$ cat src/rtl/fpu_result_collector.sv
// Result collector for the 6-register FPU datapath: snoops operands at issue, fixes up
// IEEE-754 special values and signs on the way out, and buffers results in a credited FIFO.
module fpu_result_collector #(
    parameter int DataSize     = 32,
    parameter int ExponentSize = 8,
    parameter int FractionSize = 23,
    parameter int PipeLatency  = 6,
    parameter int FifoDepth    = 8
) (
    input  logic                CLK,
    input  logic                RST_N,
    input  logic                in_valid,
    output logic                in_ready,
    input  logic [DataSize-1:0] Operand1,
    input  logic [DataSize-1:0] Operand2,
    input  logic [1:0]          Operation,
    input  logic [DataSize-1:0] FpuResult,
    output logic                out_valid,
    input  logic                out_ready,
    output logic [DataSize-1:0] out_data,
    output logic [2:0]          out_flags
);

    localparam int MagW = DataSize - 1;
    localparam int PtrW = (FifoDepth > 1) ? $clog2(FifoDepth) : 1;
    localparam int CntW = $clog2(FifoDepth + 1);
    localparam int InfW = $clog2(PipeLatency + 1);
    localparam int SumW = $clog2(FifoDepth + PipeLatency + 1);

    localparam logic [DataSize-1:0] QNAN =
        {1'b0, {ExponentSize{1'b1}}, 1'b1, {(FractionSize-1){1'b0}}};

    function automatic logic f_is_zero(input logic [DataSize-1:0] v);
        return v[DataSize-2 -: ExponentSize] == '0;
    endfunction

    function automatic logic f_is_inf(input logic [DataSize-1:0] v);
        return (v[DataSize-2 -: ExponentSize] == '1) && (v[FractionSize-1:0] == '0);
    endfunction

    function automatic logic f_is_nan(input logic [DataSize-1:0] v);
        return (v[DataSize-2 -: ExponentSize] == '1) && (v[FractionSize-1:0] != '0);
    endfunction

    function automatic logic [DataSize-1:0] f_inf(input logic s);
        return {s, {ExponentSize{1'b1}}, {FractionSize{1'b0}}};
    endfunction

    function automatic logic [DataSize-1:0] f_zero(input logic s);
        return {s, {MagW{1'b0}}};
    endfunction

    // Issue-time operand classification
    logic w_issue;
    logic w_s1, w_s2, w_s2e;
    logic w_z1, w_i1, w_n1, w_z2, w_i2, w_n2;
    logic w_is_muldiv, w_is_mul, w_is_div;
    logic [MagW-1:0] w_mag1, w_mag2;

    assign w_issue     = in_valid & in_ready;
    assign w_s1        = Operand1[DataSize-1];
    assign w_s2        = Operand2[DataSize-1];
    assign w_s2e       = w_s2 ^ (Operation == 2'b01);
    assign w_mag1      = Operand1[MagW-1:0];
    assign w_mag2      = Operand2[MagW-1:0];
    assign w_z1        = f_is_zero(Operand1);
    assign w_i1        = f_is_inf(Operand1);
    assign w_n1        = f_is_nan(Operand1);
    assign w_z2        = f_is_zero(Operand2);
    assign w_i2        = f_is_inf(Operand2);
    assign w_n2        = f_is_nan(Operand2);
    assign w_is_muldiv = Operation[1];
    assign w_is_mul    = (Operation == 2'b10);
    assign w_is_div    = (Operation == 2'b11);

    logic                w_sign;
    logic                w_invalid;
    logic                w_use_fpu;
    logic [DataSize-1:0] w_ovr_word;
    logic [2:0]          w_flags;

    always_comb begin
        w_sign     = 1'b0;
        w_invalid  = 1'b0;
        w_use_fpu  = 1'b0;
        w_ovr_word = '0;
        w_flags    = 3'b000;

        if (w_is_muldiv)
            w_sign = w_s1 ^ w_s2;
        else if (w_mag1 > w_mag2)
            w_sign = w_s1;
        else if (w_mag1 < w_mag2)
            w_sign = w_s2e;
        else
            w_sign = (w_s1 == w_s2e) ? w_s1 : 1'b0;

        w_invalid = w_n1 | w_n2
                  | (!w_is_muldiv & w_i1 & w_i2 & (w_s1 ^ w_s2e))
                  | (w_is_mul & ((w_z1 & w_i2) | (w_i1 & w_z2)))
                  | (w_is_div & ((w_z1 & w_z2) | (w_i1 & w_i2)));

        // Special-value overrides, highest priority first
        if (w_invalid) begin
            w_ovr_word = QNAN;
            w_flags    = 3'b101;
        end else if (w_is_div && w_z2 && !w_z1 && !w_i1) begin
            w_ovr_word = f_inf(w_sign);
            w_flags    = 3'b011;
        end else if (w_i1 || w_i2) begin
            w_flags = 3'b001;
            if (!w_is_muldiv)
                w_ovr_word = f_inf(w_i1 ? w_s1 : w_s2e);
            else if (w_is_div && w_i2)
                w_ovr_word = f_zero(w_sign);
            else
                w_ovr_word = f_inf(w_sign);
        end else if (w_z1 || w_z2) begin
            w_flags = 3'b001;
            if (w_is_muldiv)
                w_ovr_word = f_zero(w_sign);
            else if (w_z1)
                w_ovr_word = {w_s2e, w_mag2};
            else
                w_ovr_word = Operand1;
        end else begin
            w_use_fpu = 1'b1;
        end
    end

    // Delay line matching the FPU latency; only the valid bits carry reset
    logic [PipeLatency-1:0] r_vld_p;
    logic [DataSize-1:0]    r_word_p  [PipeLatency];
    logic [2:0]             r_flags_p [PipeLatency];
    logic                   r_sign_p  [PipeLatency];
    logic                   r_fpu_p   [PipeLatency];

    always_ff @(posedge CLK or negedge RST_N) begin
        if (!RST_N) begin
            r_vld_p <= '0;
        end else begin
            r_vld_p[0] <= w_issue;
            for (int k = 1; k < PipeLatency; k++)
                r_vld_p[k] <= r_vld_p[k-1];
        end
    end

    always_ff @(posedge CLK) begin
        r_word_p[0]  <= w_ovr_word;
        r_flags_p[0] <= w_flags;
        r_sign_p[0]  <= w_sign;
        r_fpu_p[0]   <= w_use_fpu;
        for (int k = 1; k < PipeLatency; k++) begin
            r_word_p[k]  <= r_word_p[k-1];
            r_flags_p[k] <= r_flags_p[k-1];
            r_sign_p[k]  <= r_sign_p[k-1];
            r_fpu_p[k]   <= r_fpu_p[k-1];
        end
    end

    // Tail of the delay line lines up with FpuResult; the datapath's sign bit is replaced
    logic                w_push;
    logic [DataSize-1:0] w_push_data;
    logic [2:0]          w_push_flags;
    logic                w_unused_fpu_sign;

    assign w_unused_fpu_sign = FpuResult[DataSize-1];
    assign w_push            = r_vld_p[PipeLatency-1];
    assign w_push_flags      = r_flags_p[PipeLatency-1];
    assign w_push_data       = r_fpu_p[PipeLatency-1]
                             ? {r_sign_p[PipeLatency-1], FpuResult[MagW-1:0]}
                             : r_word_p[PipeLatency-1];

    // Output FIFO with a registered head
    logic [DataSize-1:0] r_mem_data  [FifoDepth];
    logic [2:0]          r_mem_flags [FifoDepth];
    logic [PtrW-1:0]     r_wr, r_rd;
    logic [CntW-1:0]     r_count;
    logic [InfW-1:0]     r_inflight;
    logic                r_out_valid;
    logic [DataSize-1:0] r_out_data;
    logic [2:0]          r_out_flags;

    logic                w_pop;
    logic [CntW-1:0]     w_count_nxt;
    logic [CntW-1:0]     w_count_left;
    logic [PtrW-1:0]     w_rd_nxt;
    logic                w_fwd;
    logic [SumW-1:0]     w_credit_sum;

    assign w_pop        = r_out_valid & out_ready;
    assign w_count_left = r_count - CntW'(w_pop);
    assign w_count_nxt  = w_count_left + CntW'(w_push);
    assign w_rd_nxt     = r_rd + PtrW'(w_pop);
    // Entry arriving into an otherwise empty FIFO goes straight to the head register
    assign w_fwd        = w_push && (w_count_left == '0);

    always_ff @(posedge CLK) begin
        if (w_push) begin
            r_mem_data[r_wr]  <= w_push_data;
            r_mem_flags[r_wr] <= w_push_flags;
        end
    end

    always_ff @(posedge CLK or negedge RST_N) begin
        if (!RST_N) begin
            r_wr        <= '0;
            r_rd        <= '0;
            r_count     <= '0;
            r_inflight  <= '0;
            r_out_valid <= 1'b0;
            r_out_data  <= '0;
            r_out_flags <= 3'b000;
        end else begin
            r_wr        <= r_wr + PtrW'(w_push);
            r_rd        <= w_rd_nxt;
            r_count     <= w_count_nxt;
            r_inflight  <= r_inflight + InfW'(w_issue) - InfW'(w_push);
            r_out_valid <= (w_count_nxt != '0);
            if (w_count_nxt != '0) begin
                r_out_data  <= w_fwd ? w_push_data  : r_mem_data[w_rd_nxt];
                r_out_flags <= w_fwd ? w_push_flags : r_mem_flags[w_rd_nxt];
            end
        end
    end

    // Credits come from registered state only, so a same-cycle pop never frees a slot early
    assign w_credit_sum = SumW'(r_count) + SumW'(r_inflight);
    assign in_ready     = (w_credit_sum < SumW'(FifoDepth));

    assign out_valid = r_out_valid;
    assign out_data  = r_out_data;
    assign out_flags = r_out_flags;

endmodule

$ cat config.mk
export PLATFORM = sky130hd
export DESIGN_NAME = fpu_result_collector
export DESIGN_NICKNAME = d
export VERILOG_FILES = /design/src/rtl/fpu_result_collector.sv
export SDC_FILE = /design/constraint.sdc
export NUM_CORES = 1
export LEC_CHECK = 0
export BUFFER_PORTS_ARGS = -buffer_cell sky130_fd_sc_hd__buf_2
export CAP_MARGIN = 20
export CORE_UTILIZATION = 40
export DETAILED_ROUTE_END_ITERATION = 10
export PLACE_DENSITY = 0.59
export SYNTH_ARGS = -nofsm -noshare
export SYNTH_HDL_FRONTEND = slang
export SYNTH_SLANG_ARGS = --single-unit
$ cat constraint.sdc
create_clock -name CLK -period 4.58 [get_ports CLK]
set_input_delay 0.916 -clock CLK [delete_from_list [all_inputs] [get_ports CLK]]
set_output_delay 0.916 -clock CLK [all_outputs]
set_load 0.05 [all_outputs]
[Word level (Yosys, flattened, before mapping)]
Memories as Yosys holds them, arrays and structs flattened.
Index checks and enable logic that the tools add are counted.
Storage, ports and cells
  flip-flop bits (word level): 55
  bits in latches: 0
  RAM bits: 502
  memory bits (read-only): 0
  bits of input ports: 102
  output and inout bits: 37
  logic and storage cells: 98
  memories: 6
Memory list
  r_mem_data: depth 8, width 32, rd ports 1, clocked after memory_dff 0, write ports 1, line 175  | logic [DataSize-1:0] r_mem_data [FifoDepth];
  r_word_p: depth 6, width 32, rd ports 6, clocked after memory_dff 0, write ports 6, line 133  | logic [DataSize-1:0] r_word_p [PipeLatency];
  r_mem_flags: depth 8, width 3, rd ports 1, clocked after memory_dff 0, write ports 1, line 176  | logic [2:0] r_mem_flags [FifoDepth];
  r_flags_p: depth 6, width 3, rd ports 6, clocked after memory_dff 0, write ports 6, line 134  | logic [2:0] r_flags_p [PipeLatency];
  r_fpu_p: depth 6, width 1, rd ports 6, clocked after memory_dff 0, write ports 6, line 136  | logic r_fpu_p [PipeLatency];
  r_sign_p: depth 6, width 1, rd ports 6, clocked after memory_dff 0, write ports 6, line 135  | logic r_sign_p [PipeLatency];
Cells by class
  add/sub/neg operators: 7
  multipliers: 0
  div/mod/pow operators: 0
  magnitude comparators: 3
  equal/unequal tests: 6
  shifts and indexed selects: 0
  mux-type cells: 26
  bitwise operators: 20
  reductions and logical operators: 22
Operators with widths (number)
  32-bit 2-to-1 mux: 9
  23-bit zero test: 2
  23-bit nonzero test: 2
  31-bit greater-than comparator: 1
  31-bit less-than comparator: 1
  31-bit 2-to-1 mux: 1
  8-bit equality test (second input constant): 2
  8-bit zero test: 2
  1-bit 2-to-1 mux: 13
  1-bit AND: 11
  3-bit by 1-bit adder with 3-bit output: 3
  1-bit logical AND: 9
  3-bit 2-to-1 mux: 3
  1-bit OR: 6
  4-bit by 1-bit adder with 4-bit output: 1
  4-bit by 3-bit adder with 4-bit output: 1
  2-bit equality test (second input constant): 2
  4-bit zero test: 1
  4-bit less-than comparator (second input constant): 1
  4-bit nonzero test: 1
  4-bit by 1-bit subtractor with 4-bit output: 1
  1-bit zero test: 3
  3-bit by 1-bit subtractor with 3-bit output: 1
  1-bit XOR: 3
  other kinds (3): 4

[Logic depth before layout (Yosys ltp)]
Gate-level depths: netlist (run 1).
  depth in word-level cells: 12
  gate-level depth with buffers: 10
  gate-level depth less buffers: 10

[Least setup slack after synthesis (run 1)]
No wires, ideal clock.
  kind: input -> register
  from: in out_ready
  to: reg r_out_data[0] (netlist: out_data[0])
  library setup time: 0.146 ns
  arrival: 3.667 ns
  data required time: 4.434 ns
  path slack: 0.767 ns
  stages on the path: 9
  buffers on the path: 3
  cells stage by stage: and2_1 ha_1 clkbuf_1 buf_1 buf_1 mux4_2 mux2_2 mux2i_1 mux2i_1
RTL lines
  start, declared: line 19  | input logic out_ready,
  1-bit AND: line 191  | assign w_pop = r_out_valid & out_ready;
  3-bit by 1-bit adder with 3-bit output: line 194  | assign w_rd_nxt = r_rd + PtrW'(w_pop);
  named net w_rd_nxt[0]: line 187  | logic [PtrW-1:0] w_rd_nxt;
  memory 8 x 32 bit
  32-bit 2-to-1 mux: line 221  | r_out_data <= w_fwd ? w_push_data : r_mem_data[w_rd_nxt];
  end signal, assigned: line 221
  end, declared: line 181  | logic [DataSize-1:0] r_out_data;
The timed path passes the listed nets, and every way through them passes these cells.
A chain may end at the register's enable or synchronous reset.

==> impl_results.md, run 1 <==
- ANT nets after route: 0
- Power Density: around 650 nW/um^2
- Crit path DAT: 3.63 ns
- Hold WC Path Type: flip-flop to flip-flop
- Sw Pwr: between 4 and 5 mW
- Most common cell after layout, fill and taps aside: edfxtp_1
- Switching share of total power: roughly 30%
- Stages on the worst setup path: 7
- Logic pwr share: between 30% and 40%
- Xor/xnor share of the synthesized area: less than 1%
- P_int: 10.5 mW
- Leading cell types in the layout, fill and taps excluded: edfxtp_1, dfxtp_1, buf_2
- PostCTS Resize Cnt: 0
- CP Launch Type: input pin
- Layout area overhead: 17.5%
- Synth Instances: ~1200
- EDFF count, synth: between 200 and 300
- H-tree depth: 2
- CTS tree: built
- GPL Wtd Cong: slightly below 0.9
- Final setup viols: 0
- Layout cell share with drive strength beyond 1: a little under a third
- Synth Area per Inst: ~17 sq um
- Critical path's slowest cell: or4_4
- Final period utilization: slightly below 70%
- Clock transition at the registers of the reported paths: 0.06 ns
- Die area: ~50000 sq um
- Top cell family by delay on the critical path: simple AND/OR/NAND/NOR gates
- Clock Path Buffers: 3
- Num rows: 80
- PortBufs: 137
- CP peak stage delay: approximately 0.74 ns
- First-pass GRT wire length: about 60 mm
- Hold depth: 0
- Leakage power: approximately 8.9 nW
- Met1 Use GR: roughly a fifth
- Area taken by flip-flops and latches: around 14000 sq um
- Worst Tran Pin Value: between 1 and 1.5 ns
- FILL cells: just over 4000
- DR iter-0 viols: 631
- WL/cell: 18.8 um
- PnR Total Power: ~15 mW
- Multi-input logic area: between 5000 and 6000 sq um
- Non-Filler Cell Area, Final: about 23000 sq um
- Adder-Cell Fraction of Synth Area: 2.90%
- Post-CTS Hold Buffers: 0
- Top-Level Pins: 139
- Ys Warns: 0
- Worst path cell trace: buf_2 > or4_1 > or3_1 > nand2_2 > or4b_1 > or4_4 > a21oi_1
- Sequential area share after synthesis: a little over 70%
- Unique masters post-synth: between 40 and 50
- Crit-path max FO: 22
- Total Wirelength: 38.3 mm
- Syn nets: between 1000 and 1500
- Setup TNS: 0 ns
- Clk sinks: 557
- Required @ worst endpoint: approximately 5.1 ns
- Total GRT Usage: 15.7%
- Initial cell density of the core: about two fifths
- # Post-CTS Setup Buffers: 0
- Max Clk Rate: 0.319 GHz
- Post-route DRC: 0
- Die width: about 220 um
- Main synth FF type: edfxtp_1
- Largest family of logic cells by synthesized area: multiplexers
- Area share of and/or/nand/nor cells after synthesis: under 10%
- Max Clock Skew: roughly 0.02 ns
- Post-synthesis mux area share: between 15 and 20%
- FF-to-FF path depth: 8
- Vias: 9823
- First-pass DRT Iterations: 5
- Critical path class: input pin to flip-flop
- Final min period: approximately 3.1 ns
- CTS Root Cell: clkbuf_16
- Max cap viols: 0
- Max IR drop VDD: 0.403 mV
- Largest net degree at the start of global routing: 37
- Status: finished clean
- Initial antenna violation count: 4
- Layer with the highest usage: met2
- GR Util met2: about a quarter
- Worst Path Buf+Inv: 1
- Synthesized cell area: between 15000 and 20000 sq um
- Num CTS Buffers: 52
- Vias/cell: a little under 5
- Nets: approximately 1500
- Sequential power share: 40.4%
- GR Util met3: under 10%
- Fin. Hold Viols: 0
- Core area: 48100 sq um
- Fin. max-slew vios: 0
- Die Ht: approximately 220 um
- FF+latch count, synth: roughly 560
- Synth Area in Compound Gates: under 10%
- Area after DPL: roughly 21000 sq um
- Asr flop ratio synth: 9.87%
- RSZ-0062 raised after global routing: no
- Max-slew headroom: between 30% and 40%
- Total grt overflow: 0
- Clock power share: ~30%
- Post-DP HPWL: approximately 24 mm
- Vias in the first global route: approximately 10000
- Clk Latency, worst-skew pair: approximately 0.59 ns
- Worst setup EP type: flip-flop
==> power groups by stage <==
stage / Combinational [mW] / Sequential [mW] / Clock (mW)
CTS: 4.60 / 6.05 / 4.54
finish: 4.48 / 6.04 / 4.43
global route: 4.88 / 6.10 / 4.75
global placement: 4.53 / 6.14 / 0
floorplan: 2.79 / 6.67 / 0
detailed placement: 4.59 / 6.15 / 0
==> per-layer routing <==
| metal | vias to the layer above | part of all wire (%) |
|---|---|---|
| met2 | 216 | 49 |
| met4 | 4 | 2.1 |
| met1 | 4886 | 45 |
| met3 | 58 | 4.6 |
| li1 | 4659 | - |
| met5 | - | 0.076 |
==> cell families (layout without fill, tap and decap cells) <==
group / count (synthesis) / after routing
multiplexers: 209 / 209
other: 0 / 2
adder cells (fa/ha/maj): 45 / 45
flip-flops: 557 / 557
AO/OA/AOI/OAI: 75 / 75
XOR/XNOR: 12 / 12
buffers and inverters: 113 / 330
AND/OR/NAND/NOR: 150 / 150
==> final timing paths <==
check,slack (ns),end,from
max,1.45,r_word_p[0][0]$_SDFF_PP0_,Operand1[28]
min,0.32,r_word_p[1][18]$_DFF_P_,r_word_p[0][18]$_SDFF_PP0_
max reg2reg,1.52,out_data[9]$_DFFE_PN0P_,out_valid$_DFF_PN0_
min reg2reg,0.32,r_word_p[1][18]$_DFF_P_,r_word_p[0][18]$_SDFF_PP0_
max in group asynchronous,3.25,out_data[3]$_DFFE_PN0P_,RST_N
min in group asynchronous,0.46,out_data[22]$_DFFE_PN0P_,RST_N
==> cells in the mapped netlist, types with 2 or more instances <==
| master | number | area share (%) |
|---|---|---|
| dfrtp_1 | 55 | 7.0 |
| ha_1 | 44 | 2.8 |
| a21oi_2 | 20 | 0.89 |
| a211oi_1 | 3 | 0.11 |
| and2_1 | 3 | 0.095 |
| or4_1 | 2 | 0.076 |
| inv_1 | 72 | 1.4 |
| a31o_2 | 2 | 0.089 |
| dfxtp_1 | 222 | 23 |
| nor3_1 | 11 | 0.28 |
| xor2_1 | 5 | 0.22 |
| o211ai_1 | 9 | 0.34 |
| nor2_1 | 18 | 0.34 |
| nand4_1 | 10 | 0.32 |
| or2_2 | 3 | 0.095 |
| a21o_1 | 2 | 0.076 |
| o31a_1 | 2 | 0.089 |
| nand2b_1 | 5 | 0.16 |
| mux2i_1 | 65 | 3.3 |
| edfxtp_1 | 280 | 43 |
| nand3_1 | 5 | 0.13 |
| buf_6 | 3 | 0.17 |
| xnor2_1 | 7 | 0.31 |
| nand2_1 | 63 | 1.2 |
| mux4_2 | 70 | 8.0 |
| and3_1 | 2 | 0.064 |
| or3_1 | 3 | 0.095 |
| nor4_1 | 17 | 0.54 |
| o21a_1 | 2 | 0.076 |
| a21oi_1 | 25 | 0.64 |
| nor3b_1 | 2 | 0.076 |
| mux2_2 | 74 | 4.2 |
| buf_1 | 13 | 0.25 |
| clkbuf_1 | 24 | 0.46 |
| o21ai_0 | 5 | 0.13 |
==> sequential cells by signal, indices dropped and copies added, names as in the netlist <==
signal       count
r_mem_data     256
r_word_p       192
out_data        32
r_mem_flags     24
r_flags_p       18
r_fpu_p          6
r_sign_p         6
r_vld_p          6
r_count          4
out_flags        3
r_inflight       3
r_rd             3
r_wr             3
out_valid        1
==> worst register-to-register path, stage by stage, from the launching register on <==
cell and delay [ns]:
dfrtp_1 0.36, and2_1 0.21, ha_4 0.17, ha_2 0.88
buf_4 0.42, mux4_2 0.35, mux2_2 0.27, mux2i_1 0.17
mux2i_1 0.09
==> cell type report <==
| class | instances | area share (%) |
|---|---|---|
| sequential | 557 | 61.6 |
| clock buffer | 84 | 7.08 |
| antenna | 2 | 0.0217 |
| clock inverter | 14 | 0.796 |
| timing repair buffer | 160 | 3.88 |
| tap | 656 | 3.55 |
| multi-input combinational | 491 | 21.9 |
| inverter | 72 | 1.17 |
==> through the flow <==
| step | util (%) | setup WS (ns) | cells | hold WS (ns) |
|---|---|---|---|---|
| after detailed placement | 44.2 | 0.787 | 1936 | 0.312 |
| after floorplan | - | 0.767 | 1161 | 0.310 |
| after global placement | 44.2 | 0.792 | 1936 | 0.309 |
| final | 48.0 | 1.45 | 2036 | 0.322 |
| after global routing | 48.0 | 1.34 | 2034 | 0.326 |
| after CTS | 48.0 | 1.42 | 2034 | 0.323 |
No activity file was read; power rests on OpenSTA's default activity.
==> inputs of run 2 (changes only) <==
--- a/config.mk
+++ b/config.mk
@@ -5,11 +5,12 @@
 export SDC_FILE = /design/constraint.sdc
 export NUM_CORES = 1
 export LEC_CHECK = 0
+export ABC_AREA = 1
 export BUFFER_PORTS_ARGS = -buffer_cell sky130_fd_sc_hd__buf_2
 export CAP_MARGIN = 20
 export CORE_UTILIZATION = 40
 export DETAILED_ROUTE_END_ITERATION = 10
-export PLACE_DENSITY = 0.59
+export PLACE_DENSITY = 0.61
 export SYNTH_ARGS = -nofsm -noshare
 export SYNTH_HDL_FRONTEND = slang
 export SYNTH_SLANG_ARGS = --single-unit
==> constraint.sdc (replaced) <==
create_clock -name CLK -period 2.58 [get_ports CLK]
set_input_delay 0.516 -clock CLK [delete_from_list [all_inputs] [get_ports CLK]]
set_output_delay 0.516 -clock CLK [all_outputs]
set_load 0.05 [all_outputs]
==> impl_results.md, run 2 <==
- Status: finished clean (unchanged)
- Synth Instances: 1591 (was 1161)
- Main synth FF type: edfxtp_1 (unchanged)
- Synthesized cell area: 19800 sq um (was 19700 sq um)
- Register name with the most flops: r_mem_data (unchanged)
- Layout cell share with drive strength beyond 1: 17.9% (was 31.1%)
- RSZ-0062 raised after global routing: no (unchanged)
- Pre-CTS setup slack: 0.0165 ns (was 0.787 ns)
- Initial cell density of the core: 40.5% (was 40.9%)
- Commonest cells in the netlist: edfxtp_1, nor2_1, dfxtp_1 (was edfxtp_1, dfxtp_1, mux2_2)
- Leading cell types in the layout, fill and taps excluded: edfxtp_1, nor2_1, dfxtp_1 (was edfxtp_1, dfxtp_1, buf_2)
- Max-slew headroom: 58.2% (was 33.1%)
- Total GRT Usage: 17.3% (was 15.7%)
- Most common cell after layout, fill and taps aside: edfxtp_1 (unchanged)
- Area share of the largest cell type after synthesis: 42.6% (was 42.7%)
- H-tree depth: 2 (unchanged)
- Critical path's slowest cell: dfrtp_1 (was or4_4)
- CP peak stage delay: 0.41 ns (was 0.74 ns)
- First-pass DRT Iterations: 5 (unchanged)
- PnR worst setup slack: 0.176 ns (was 1.45 ns)
- Setup crit end: in_ready (was r_word_p[0][0]$_SDFF_PP0_)
- FF-to-FF path depth: 12 (was 8)
- Critical Path Source: r_count[2]$_DFF_PN0_ (was Operand1[28])
- Synth Area per Inst: 12.4 sq um (was 16.9 sq um)
- Final setup viols: 0 (unchanged)
- Die Ht: 224 um (about the same)
- Total Wirelength: 43.5 mm (was 38.3 mm)
- # Post-CTS Setup Buffers: 0 (unchanged)
- Syn nets: 1738 (was 1308)
- Worst r2r dst: out_data[22]$_DFFE_PN0P_ (was out_data[9]$_DFFE_PN0P_)
- ANT nets after route: 0 (unchanged)
- Total grt overflow: 0 (unchanged)
- Core area: 48800 sq um (was 48100 sq um)
- Ys Warns: 0 (unchanged)
- Layout area overhead: 17.7% (was 17.5%)
- Max Clk Rate: ~0.42 GHz
- Max reg flops: 256 (unchanged)
- Crit path DAT: 1.89 ns (was 3.63 ns)
- Top-Level Pins: 139 (unchanged)
- Critical path class: flip-flop to output pin (was input pin to flip-flop)
- Hold WC Path Type: input pin to flip-flop (was flip-flop to flip-flop)
- Clk Latency, worst-skew pair: 0.56 ns (was 0.59 ns)
- Post-route DRC: 0 (unchanged)
- GPL Wtd Cong: 0.820 (was 0.882)
- Crit-path max FO: 3 (was 22)
- FF+latch count, synth: 557 (unchanged)
- Power Density: 1170 nW/um^2 (was 647 nW/um^2)
- Area leader, netlist: edfxtp_1 (unchanged)
- CTS Root Cell: clkbuf_16 (unchanged)
- PnR Total Power: 27.3 mW (was 15.0 mW)
- First-pass GRT wire length: 67.5 mm (was 59.3 mm)
- Final Core Density: 47.6% (was 48.0%)
- Area taken by flip-flops and latches: 14200 sq um (unchanged)
- Hold depth: 2 (was 0)
- Worst reg2reg startpoint: out_valid$_DFF_PN0_ (unchanged)
- Worst path cell trace: ha_1 > a21oi_1 > nand2_1 > xor2_2 > buf_4 (was buf_2 > or4_1 > or3_1 > nand2_2 > or4b_1 > or4_4 > a21oi_1)
- Largest net degree at the start of global routing: 81 (was 37)
- Worst Tran Pin Value: 0.626 ns (was 1.00 ns)
- Nets: 1896 (was 1481)
- Clock Path Buffers: 3 (unchanged)
- Die area: 50300 sq um (was 50100 sq um)
- Final min period: roughly 2.4 ns
- DR iter-0 viols: 1094 (was 631)
- Die width: 224 um (about the same)
- Antenna Cells: 0 (was 2)
- Max cap viols: 0 (unchanged)
- Top cells by area, synth: edfxtp_1, dfxtp_1, dfrtp_1 (was edfxtp_1, dfxtp_1, mux4_2)
- CTS tree: built (unchanged)
- Vias in the first global route: 12200 (was 10100)
- Multi-input logic area: 4920 sq um (was 5070 sq um)
- Num CTS Buffers: 53 (was 52)
- Initial antenna violation count: 5 (was 4)
- Num rows: 81 (was 80)
- Max IR drop VDD: 0.741 mV (was 0.403 mV)
- Final period utilization: between 90 and 100%
- Max Clock Skew: 0.0122 ns (was 0.0196 ns)
- Flop-to-flop setup slack: 0.22 ns (was 1.52 ns)
- PortBufs: 137 (unchanged)
- Vias: 12300 (was 9823)
- Clock transition at the registers of the reported paths: 0.06 ns (about the same)
- Leakage power: 8.95 nW (was 8.85 nW)
- Sequential area share after synthesis: 72.0% (was 72.3%)
- CP Launch Type: flip-flop (was input pin)
- Fin. Hold Viols: 0 (unchanged)
- Hold slack: 0.223 ns (was 0.322 ns)
- Asr flop ratio synth: 9.87% (unchanged)
- Required @ worst endpoint: 2.06 ns (was 5.07 ns)
- FILL cells: 4422 (was 4090)
- WL/cell: 17.7 um (was 18.8 um)
- Vias/cell: 5.03 (was 4.82)
- Unique masters post-synth: 37 (was 48)
- Post-DP HPWL: 25.8 mm (was 24.0 mm)
- Clk sinks: 557 (unchanged)
- Fin. max-slew vios: 0 (unchanged)
- EDFF count, synth: 280 (unchanged)
- Worst setup EP type: output pin (was flip-flop)
## run 2: final cells by class
cell class              instances  area share, %
clock inverters                15          0.592
well taps                     664           3.57
multi-input cells             884           21.2
clock buffers                  81           6.73
repair buffers                177           5.55
flip-flops and latches        557           61.2
inverters                      76           1.23
## run 2: power by group
| part | leakage [nW] | internal, mW | switching (mW) | total (mW) |
|---|---|---|---|---|
| clock network | 0.841 | 4.37 | 3.08 | 7.45 |
| logic | 3.13 | 2.97 | 6.05 | 9.03 |
| registers | 4.98 | 10.4 | 0.434 | 10.8 |
## run 2: how the worst min path moves through the flow
stage / from / to / slack, ns
finish: in_valid / r_vld_p[0]$_DFF_PN0_ / 0.22
global route: in_valid / r_vld_p[0]$_DFF_PN0_ / 0.23
CTS: in_valid / r_vld_p[0]$_DFF_PN0_ / 0.21
detailed placement: r_flags_p[3][0]$_DFF_P_ / r_flags_p[4][0]$_DFF_P_ / 0.31
global placement: r_word_p[0][1]$_SDFF_PP0_ / r_word_p[1][1]$_DFF_P_ / 0.31
floorplan: RST_N / out_data[0]$_DFFE_PN0P_ / 0.22
## run 2: logic make-up after synthesis
| logic type | count (synthesis) | share of synthesized area [%] |
|---|---|---|
| mux | 32 | 1.82 |
| compound gates | 302 | 9.24 |
| flops | 557 | 72.0 |
| buf+inv | 150 | 3.29 |
| simple gates | 496 | 10.3 |
| fa+ha+maj | 45 | 2.89 |
| xor+xnor | 9 | 0.494 |
## run 2: through the flow
stage,area (sq um),instances,setup TNS [ns]
global route,23300,2454,0
detailed placement,21500,2357,0
floorplan,19800,1591,-11.31
CTS,23300,2454,0
finish,23300,2454,0
global placement,21500,2357,0
## run 2: timing repair
action | CTS | global route
gates resized for setup | 0 | 2
endpoints found under the setup margin | 0 | 1
hold buffers | 1 | 0
hold endpoints to repair | 12 | 0
## run 2: critical path, delay by kind of cell, from the launching register on
family	cells	cell delay, ns
DFF	1	0.41
adders and majority gates	1	0.32
buffers and inverters	1	0.22
AOI/OAI and AO/OA	1	0.15
xor gates and xnor gates	1	0.14
and+or+nand+nor	1	0.10
## run 2: per-layer routing
| layer | vias up | routed length (um) | GRT usage, % | share of wire [%] |
|---|---|---|---|---|
| met5 | - | 79 | 0 | 0.18 |
| met4 | 10 | 859 | 4.96 | 2.0 |
| met3 | 79 | 2700 | 3.03 | 6.2 |
| met2 | 406 | 20700 | 29.2 | 47 |
| met1 | 5912 | 19200 | 23.0 | 44 |
| li1 | 5933 | - | - | - |
==> inputs of run 3 (changes only) <==
--- a/config.mk
+++ b/config.mk
@@ -6,11 +6,13 @@
 export NUM_CORES = 1
 export LEC_CHECK = 0
 export ABC_AREA = 1
-export BUFFER_PORTS_ARGS = -buffer_cell sky130_fd_sc_hd__buf_2
 export CAP_MARGIN = 20
+export CORE_ASPECT_RATIO = 1.1
 export CORE_UTILIZATION = 40
 export DETAILED_ROUTE_END_ITERATION = 10
-export PLACE_DENSITY = 0.61
+export DONT_BUFFER_PORTS = 1
+export MAX_ROUTING_LAYER = met4
+export PLACE_DENSITY = 0.58
 export SYNTH_ARGS = -nofsm -noshare
 export SYNTH_HDL_FRONTEND = slang
 export SYNTH_SLANG_ARGS = --single-unit
==> impl_results.md, run 3 (synthesized netlist as in run 2, its figures left out) <==
- Top Metal Used: met4 (was met5)
- Critical path's slowest cell: dfrtp_1 (unchanged)
- Worst Tran Pin Value: 0.629 ns (was 0.626 ns)
- Power Density: 1200 nW/um^2 (was 1170 nW/um^2)
- Fin. max-slew vios: 0 (unchanged)
- PortBufs: 0 (was 137)
- Initial antenna violation count: 7 (was 5)
- Hold_sp: Operand1[18] (was in_valid)
- Num CTS Buffers: 52 (was 53)
- Max Clk Rate: 0.404 GHz (was 0.416 GHz)
- Vias in the first global route: 11700 (was 12200)
- First-pass DRT Iterations: 5 (unchanged)
- PnR Total Power: 27.2 mW (was 27.3 mW)
- Critical Path Source: r_count[2]$_DFF_PN0_ (unchanged)
- Vias/cell: 5.12 (was 5.03)
- PnR worst setup slack: 0.103 ns (was 0.176 ns)
- Leakage power: 8.44 nW (was 8.95 nW)
- CP Launch Type: flip-flop (unchanged)
- Critical path class: flip-flop to output pin (unchanged)
- Layout area overhead: 14.6% (was 17.7%)
- Final min period: 2.48 ns (was 2.40 ns)
- Hold WC Path Type: input pin to flip-flop (unchanged)
- Register name with the most flops: r_mem_data (unchanged)
- CP peak stage delay: 0.41 ns (about the same)
- Clk Latency, worst-skew pair: 0.60 ns (was 0.56 ns)
- Required @ worst endpoint: 2.06 ns (about the same)
- Most common cell after layout, fill and taps aside: edfxtp_1 (unchanged)
- Worst reg2reg startpoint: out_valid$_DFF_PN0_ (unchanged)
- Core area: 48800 sq um (about the same)
- WL/cell: 18.7 um (was 17.7 um)
- Crit-path max FO: 3 (unchanged)
- Final Core Density: 46.4% (was 47.6%)
- Nets: 1761 (was 1896)
- H-tree depth: 2 (unchanged)
- Max-slew headroom: 58.0% (was 58.2%)
- GPL Wtd Cong: 0.803 (was 0.820)
- Post-route DRC: 0 (unchanged)
- Area after DPL: 20900 sq um (was 21500 sq um)
- Placed cells: 2210 (was 2357)
- Max IR drop VDD: 0.864 mV (was 0.741 mV)
- Max cap viols: 0 (unchanged)
- FILL cells: 4289 (was 4422)
- Worst setup EP type: output pin (unchanged)
- Metal3 WL: 2.99 mm (was 2.70 mm)
- # Post-CTS Setup Buffers: 0 (unchanged)
- Clock Path Buffers: 3 (unchanged)
- Non-Filler Cell Area, Final: 22700 sq um (was 23300 sq um)
- Die area: 50300 sq um (about the same)
- Worst path cell trace: ha_1 > a21oi_1 > nand2_1 > xor2_2 > buf_6 (was ha_1 > a21oi_1 > nand2_1 > xor2_2 > buf_4)
- Total grt overflow: 0 (unchanged)
- Leading cell types in the layout, fill and taps excluded: edfxtp_1, nor2_1, dfxtp_1 (unchanged)
- Die width: 214 um (was 224 um)
- Largest net degree at the start of global routing: 142 (was 81)
- Clock transition at the registers of the reported paths: 0.06 ns (about the same)
- CTS tree: built (unchanged)
- RSZ-0062 raised after global routing: no (unchanged)
- Setup TNS: 0 ns (unchanged)
- Post-DP HPWL: 25.4 mm (was 25.8 mm)
- Final setup viols: 0 (unchanged)
- Die Ht: 235 um (was 224 um)
- DR iter-0 viols: 813 (was 1094)
- Pre-CTS setup slack: 0.109 ns (was 0.0165 ns)
- Fin. Hold Viols: 0 (unchanged)
- Met2 routed WL: 20.7 mm (about the same)
- Total Wirelength: 43.2 mm (was 43.5 mm)
- Num rows: 85 (was 81)
- Total GRT Usage: 17.6% (was 17.3%)
- Non-Filler Instances: 2314 (was 2454)
- Top-Level Pins: 139 (unchanged)
- Final period utilization: 96.0% (was 93.2%)
- Clk sinks: 557 (unchanged)
- Hold slack: 0.0921 ns (was 0.223 ns)
- Max Clock Skew: 0.0199 ns (was 0.0122 ns)
- First-pass GRT wire length: 66.4 mm (was 67.5 mm)
- Vias: 11800 (was 12300)
- Crit path DAT: 1.96 ns (was 1.89 ns)
- Layout cell share with drive strength beyond 1: 10.9% (was 17.9%)
- Initial cell density of the core: 40.5% (about the same)
- ANT nets after route: 0 (unchanged)
- CTS Root Cell: clkbuf_16 (unchanged)
- Status: finished clean (unchanged)
- Max reg flops: 256 (unchanged)
- Routed length on met1: 18.6 mm (was 19.2 mm)
==> run 3: timing repair <==
action | in CTS | in global routing
endpoints found under the hold margin | 55 | 0
hold buffers | 2 | 0
gates resized for setup | 0 | 1
endpoints found under the setup margin | 0 | 1
==> run 3: layout make-up <==
type	instances	area, sq um	share of cell area (%)
diodes	5	12.5	0.0552
clock inverters	18	221	0.978
repair buffers	43	637	2.81
multi-input cells	884	4950	21.9
well taps	652	816	3.60
flip-flops and latches	557	14200	62.8
clock buffers	79	1500	6.61
inverters	76	287	1.26
==> run 3: worst max-delay path: cells and delay by family (launching register included) <==
kind,cells,cell delay [ns]
buf+inv,1,0.19
fa+ha+maj,1,0.33
flops,1,0.41
xor+xnor,1,0.20
compound gates,1,0.15
simple gates,1,0.10
==> run 3: power by group <==
| group | total, mW | switching [mW] | internal, mW | leakage (nW) |
|---|---|---|---|---|
| sequential | 11.9 | 1.49 | 10.4 | 4.98 |
| clock | 7.59 | 3.17 | 4.42 | 0.839 |
| combinational | 7.79 | 4.95 | 2.83 | 2.62 |
==> run 3: worst paths after layout <==
check	endpoint	slack, ns	cells after the start
worst max-delay path	in_ready	0.10	5
worst min-delay path	r_word_p[0][18]$_SDFF_PP0_	0.09	2
worst max register to register	out_flags[1]$_DFFE_PN0P_	0.27	12
worst min register to register	r_word_p[1][0]$_DFF_P_	0.32	0
max in group asynchronous	out_data[2]$_DFFE_PN0P_	1.77	2
min in group asynchronous	out_data[19]$_DFFE_PN0P_	0.53	2
==> run 3: layer usage <==
layer | global-route usage, % | vias to the layer above
li1 | - | 5663
met1 | 22.3 | 5729
met2 | 28.3 | 396
met3 | 3.50 | 60
met4 | 5.52 | 0
met5 | - | -
